**src/rtl/joy_db9_scanner.sv**
```systemverilog
// Scanner for a 74HC165-style DB9/JAMMA joystick chain, with a 165 emulation
// towards the MCU port and a legacy passthrough mode.
module joy_db9_scanner #(
    parameter int CLK_DIV      = 25,
    parameter int N_JOY        = 2,
    parameter int BITS_PER_JOY = 12,
    parameter int SCAN_GAP     = 1000
) (
    input  logic                          CLOCK_50,
    input  logic                          RESET,
    input  logic                          MODE,
    output logic                          JOY_CLK,
    output logic                          JOY_LOAD_N,
    input  logic                          JOY_DATA,
    input  logic                          XJOY_CLK,
    input  logic                          XJOY_LOAD_N,
    output logic                          XJOY_DATA,
    output logic [N_JOY*BITS_PER_JOY-1:0] JOY_STATE,
    output logic                          FRAME_STB
);

    localparam int N    = N_JOY * BITS_PER_JOY;
    localparam int IW   = (N > 1) ? $clog2(N) : 1;
    localparam int CMAX = (CLK_DIV > SCAN_GAP) ? CLK_DIV : SCAN_GAP;
    localparam int CW   = $clog2(CMAX + 1);

    localparam logic [CW-1:0] DIV_END = CW'(CLK_DIV - 1);
    localparam logic [CW-1:0] GAP_END = CW'(SCAN_GAP - 1);
    localparam logic [IW-1:0] LAST    = IW'(N - 1);

    typedef enum logic [2:0] {
        IDLE,
        LOAD,
        LO,
        HI,
        DONE
    } state_t;

    logic mode_s1, mode_r;
    logic data_s1, data_s2;
    logic xclk_s1, xclk_s2, xclk_d;
    logic xload_s1, xload_s2;

    state_t        state;
    logic [CW-1:0] cnt;
    logic [IW-1:0] idx;
    logic          clk_q, load_q, stb_q;
    logic          div_done;

    logic [N-1:0] shift, shift_nx;
    logic [N-1:0] raw_frame, shadow, joy_state;

    always_ff @(posedge CLOCK_50 or posedge RESET) begin
        if (RESET) begin
            mode_s1  <= 1'b0;
            mode_r   <= 1'b0;
            data_s1  <= 1'b1;
            data_s2  <= 1'b1;
            xclk_s1  <= 1'b1;
            xclk_s2  <= 1'b1;
            xload_s1 <= 1'b1;
            xload_s2 <= 1'b1;
        end else begin
            mode_s1  <= MODE;
            mode_r   <= mode_s1;
            data_s1  <= JOY_DATA;
            data_s2  <= data_s1;
            xclk_s1  <= XJOY_CLK;
            xclk_s2  <= xclk_s1;
            xload_s1 <= XJOY_LOAD_N;
            xload_s2 <= xload_s1;
        end
    end

    assign div_done = (cnt == DIV_END);

    // Wire bit i lands at N-1-i, so the first bit shifted out is the MSB.
    always_comb begin
        shift_nx             = shift;
        shift_nx[LAST - idx] = data_s2;
    end

    always_ff @(posedge CLOCK_50 or posedge RESET) begin
        if (RESET) begin
            state     <= IDLE;
            cnt       <= '0;
            idx       <= '0;
            clk_q     <= 1'b0;
            load_q    <= 1'b1;
            stb_q     <= 1'b0;
            shift     <= '1;
            raw_frame <= '1;
            joy_state <= '0;
        end else if (!mode_r) begin
            state  <= IDLE;
            cnt    <= '0;
            idx    <= '0;
            clk_q  <= 1'b0;
            load_q <= 1'b1;
            stb_q  <= 1'b0;
        end else begin
            stb_q <= 1'b0;
            unique case (state)
                IDLE: begin
                    if (cnt == GAP_END) begin
                        cnt    <= '0;
                        load_q <= 1'b0;
                        state  <= LOAD;
                    end else begin
                        cnt <= cnt + 1'b1;
                    end
                end
                LOAD: begin
                    if (div_done) begin
                        cnt    <= '0;
                        idx    <= '0;
                        load_q <= 1'b1;
                        state  <= LO;
                    end else begin
                        cnt <= cnt + 1'b1;
                    end
                end
                LO: begin
                    if (div_done) begin
                        cnt   <= '0;
                        shift <= shift_nx;
                        if (idx == LAST) begin
                            joy_state <= ~shift_nx;
                            raw_frame <= shift_nx;
                            stb_q     <= 1'b1;
                            state     <= DONE;
                        end else begin
                            clk_q <= 1'b1;
                            state <= HI;
                        end
                    end else begin
                        cnt <= cnt + 1'b1;
                    end
                end
                HI: begin
                    if (div_done) begin
                        cnt   <= '0;
                        idx   <= idx + 1'b1;
                        clk_q <= 1'b0;
                        state <= LO;
                    end else begin
                        cnt <= cnt + 1'b1;
                    end
                end
                DONE: begin
                    state <= IDLE;
                end
                default: begin
                    state <= IDLE;
                end
            endcase
        end
    end

    // Load stays transparent so a frame finishing mid-load is picked up.
    always_ff @(posedge CLOCK_50 or posedge RESET) begin
        if (RESET) begin
            shadow <= '1;
            xclk_d <= 1'b1;
        end else begin
            xclk_d <= xclk_s2;
            if (!xload_s2) begin
                shadow <= raw_frame;
            end else if (xclk_s2 && !xclk_d) begin
                shadow <= {shadow[N-2:0], 1'b1};
            end
        end
    end

    assign JOY_CLK    = mode_r ? clk_q        : XJOY_CLK;
    assign JOY_LOAD_N = mode_r ? load_q       : XJOY_LOAD_N;
    assign XJOY_DATA  = mode_r ? shadow[N-1]  : JOY_DATA;
    assign JOY_STATE  = joy_state;
    assign FRAME_STB  = stb_q;

endmodule
```
**config.mk**
```make
export PLATFORM = sky130hd
export DESIGN_NAME = joy_db9_scanner
export DESIGN_NICKNAME = d
export VERILOG_FILES = /design/src/rtl/joy_db9_scanner.sv
export SDC_FILE = /design/constraint.sdc
export NUM_CORES = 1
export LEC_CHECK = 0
export CAP_MARGIN = 20
export CORE_ASPECT_RATIO = 0.5
export CORE_MARGIN = 4
export CORE_UTILIZATION = 30
export CTS_BUF_LIST = sky130_fd_sc_hd__clkbuf_4 sky130_fd_sc_hd__clkbuf_8
export CTS_CLUSTER_DIAMETER = 30
export DETAILED_ROUTE_END_ITERATION = 8
export GPL_TIMING_DRIVEN = 1
export SYNTH_ARGS = -nofsm -noshare
export SYNTH_HDL_FRONTEND = slang
export SYNTH_SLANG_ARGS = --single-unit
```
**constraint.sdc**
```tcl
create_clock -name CLOCK_50 -period 5.6 [get_ports CLOCK_50]
set_clock_uncertainty 0.2 [all_clocks]
set_input_delay 1.12 -clock CLOCK_50 [delete_from_list [all_inputs] [get_ports CLOCK_50]]
set_output_delay 1.12 -clock CLOCK_50 [all_outputs]
set_load 0.005 [all_outputs]
```
==> flow_summary.yaml <==
synthesis:
  synth-edff-count: 0
  synth_area_leader_cell: "dfstp_2"
  ys_async_sr_fraction: 1.00
  synth_ff_type: "dfstp_2"
  synth_area_mm2: 0.00602
  netlist_instances: 570
  synth_area_leaders: "dfstp_2 35%, dfrtp_1 19%, mux2i_1 6.3%, nand2_1 5.1%, mux2_2 4.3%"
  ys_seq_area_frac: 0.541
  syn-num-nets: 582
  postSynthAreaPerCell_um2: 10.6
  synth.distinct_cells: 58
  ys_seq_elements: 126
  synth.top_cell.area_share: 0.349
  ys_warn_count: 0
hold_path:
  hp-start: "mode_s1$_DFF_PP0_"
  hp-class: "reg2reg"
die:
  die_w_um: 208
  io_pins: 34
  dieHeight_um: 108
  num_rows: 36
  die_area_mm2: 0.0225
  initial_core_util: 0.307
  core_area_mm2: 0.0196
grt:
  grt_usage: 0.118
  grt_max_degree: 77
  grt_pass1_vias: 4081
  grt.overflow.total: 0
  grt_pass1_wl_um: 21500
  antenna_found_initial: 0
detailed_routing:
  first_pass_iters: 4
  wire_per_inst_um: 14.6
  vias_per_cell: 4.72
  via_count: 4088
  routed_wl_um: 12600
  drt_iter0_drc: 261
  ant_nets: 0
  drcViolationCount: 0
critical_path:
  r2r_end: "raw_frame[20]$_DFFE_PP1P_"
  reg2reg_depth: 6
  crit_end: "XJOY_DATA"
  crit_path_start_kind: "input pin"
  cp_max_fo: 2
  end_kind: "output port"
  rrSetupSlack_ns: 2.05
  path_class: "in2out"
  cp-startpoint: "JOY_DATA"
  worst_r2r_startpoint: "idx[3]$_DFFE_PP0P_"
  required_ns: 4.28
  cp.arrival_ns: 2.25
clocking:
  ctsHtreeMaxLevel: 4
  clk_path_buf_depth: 2
  post-cts-setup-buffers: 0
  cts_tree: "done"
  cts_hold_buf: 0
  root_buffer: "clkbuf_8"
  path_clk_slew_ns: 0.08
  cts_resized: 0
  clock-sinks: 126
  cts_made_buffers: 17
  clk_latency_ns: 0.44
layout:
  nNetsFinal: 600
  fillers: 1976
  syn2layout_area_growth_pct: 14.8
  drive_above_1_share: 0.261
  n_antenna_cell: 0
  utilization: 0.353
  stdcell_count: 867
power_and_ir_drop:
  leakage_uw: 0.00290
  pwr_density_cell_mw_per_mm2: 274
  irDropWorstVdd_mv: 0.105
placed_design:
  dp_hpwl_um: 8210
  place_inst: 835
  detailedPlace.worstSlack_ns: 2.02
  globalplace.congestion: 0.799
  port_buffers: 33
timing:
  fmax_ghz: 0.280
  finalSetupTns_ns: 0
  fin_ws_ns: 2.03
  drv_slew: 0
  period_share: 0.638
  setup_violations: 0
  slew-limit-headroom: 0.319
  hold_viol: 0
  rsz0062_at_grt: "no"
  worst_pin_slew_ns: 1.02
  min_period_ns: 3.57
flow_run:
  maxCapViolations: 0
outcome:
  status: "complete, no violations"
-- area by class of cell --
class                           instances  area (um^2)  area share
Tap cell                              266          333      0.0482
Multi-Input combinational cell        396         2490       0.361
Timing Repair Buffer                   37          360      0.0522
Clock inverter                         15          194      0.0281
Sequential cell                       126         3250       0.471
Inverter                               10         40.0     0.00579
Clock buffer                           17          234      0.0339
-- per-layer routing --
metal	wire length [um]	GRT usage
met3	471	0.0293
met2	5590	0.179
met1	6450	0.167
met5	0	0
met4	142	0.0342
-- worst max-delay path, stage by stage --
cell,delay [ns]
clkdlybuf4s50_1,0.42
mux2_2,0.26
clkdlybuf4s50_1,0.45
-- sequential cells by signal (all words and copies together), names as in the netlist, 3 cells and up --
signal     cells
JOY_STATE     24
cnt           10
idx            5
raw_frame     24
shadow        24
shift         24
state          3
-- synth_stat cells, types with 2 or more instances --
master and n:
a21oi_1 31, a311oi_1 2, a31oi_1 3, a41oi_1 2, and3_1 3, and3_2 3, buf_1 2, buf_2 7
buf_6 4, buf_8 3, clkbuf_1 18, clkbuf_2 2, dfrtp_1 46, dfstp_2 80, ha_1 6, inv_1 10
mux2_1 4, mux2_2 23, mux2i_1 38, nand2_1 82, nand2b_1 4, nand3_1 36, nand3b_1 2, nand4_1 2
nand4b_1 2, nor2_1 52, nor2b_1 8, nor3_1 5, nor3b_1 4, o21a_1 25, o21ai_0 33, o41ai_1 2
-- logic make-up (layout without fill, tap and decap cells) --
| kind of cell | Yosys count | after routing | share of synthesized area |
|---|---|---|---|
| AOI/OAI and AO/OA | 104 | 104 | 0.108 |
| xor gates and xnor gates | 1 | 1 | 0.00146 |
| adders and majority gates | 6 | 6 | 0.0125 |
| buffers and inverters | 48 | 79 | 0.0447 |
| DFF | 126 | 126 | 0.541 |
| muxes | 65 | 65 | 0.114 |
| and+or+nand+nor | 220 | 220 | 0.179 |
-- power breakdown --
part           internal [uW]  switching (uW)
Clock                    422             434
Combinational           30.1            42.6
Sequential               942            24.7
Total                   1390             501
-- metrics by stage --
step                area (um^2)  total power, uW  hold slack, ns
CTS                        6910             1920           0.155
floorplan                  6020             1030           0.131
global placement           6480             1060           0.136
detailed placement         6480             1060           0.136
finish                     6910             1900           0.153
global route               6910             1980           0.162
-- placed cells by master, fill, tap and decap left out, types with 2 or more instances in the layout --
cell type	Yosys	routed
ha_1	6	6
nand4_1	2	2
a21oi_1	31	31
o41ai_1	2	2
a41oi_1	2	2
clkbuf_8	1	17
nand4b_1	2	2
clkinvlp_4	0	2
and3_2	3	3
buf_4	1	4
mux2_2	23	23
o21ai_0	33	33
nor2_1	52	52
nor3b_1	4	4
mux2i_1	38	38
and3_1	3	3
nand3_1	36	36
clkdlybuf4s50_1	0	33
nand3b_1	2	2
a311oi_1	2	2
nand2_1	82	82
inv_1	10	9
bufinv_16	0	2
o21a_1	25	25
a31oi_1	3	3
nand2b_1	4	4
inv_8	0	6
dfstp_2	80	80
dfrtp_1	46	46
mux2_1	4	4
nor2b_1	8	8
nor3_1	5	5
inv_6	0	4
-- how the worst min path moves through the flow --
stage,slack [ns],to,depth (start not counted)
finish,0.15,mode_r$_DFF_PP0_,0
detailed placement,0.14,mode_r$_DFF_PP0_,0
CTS,0.16,mode_r$_DFF_PP0_,0
global route,0.16,mode_r$_DFF_PP0_,0
global placement,0.14,mode_r$_DFF_PP0_,0
floorplan,0.13,mode_r$_DFF_PP0_,0
No activity file was read; power rests on OpenSTA's default activity.
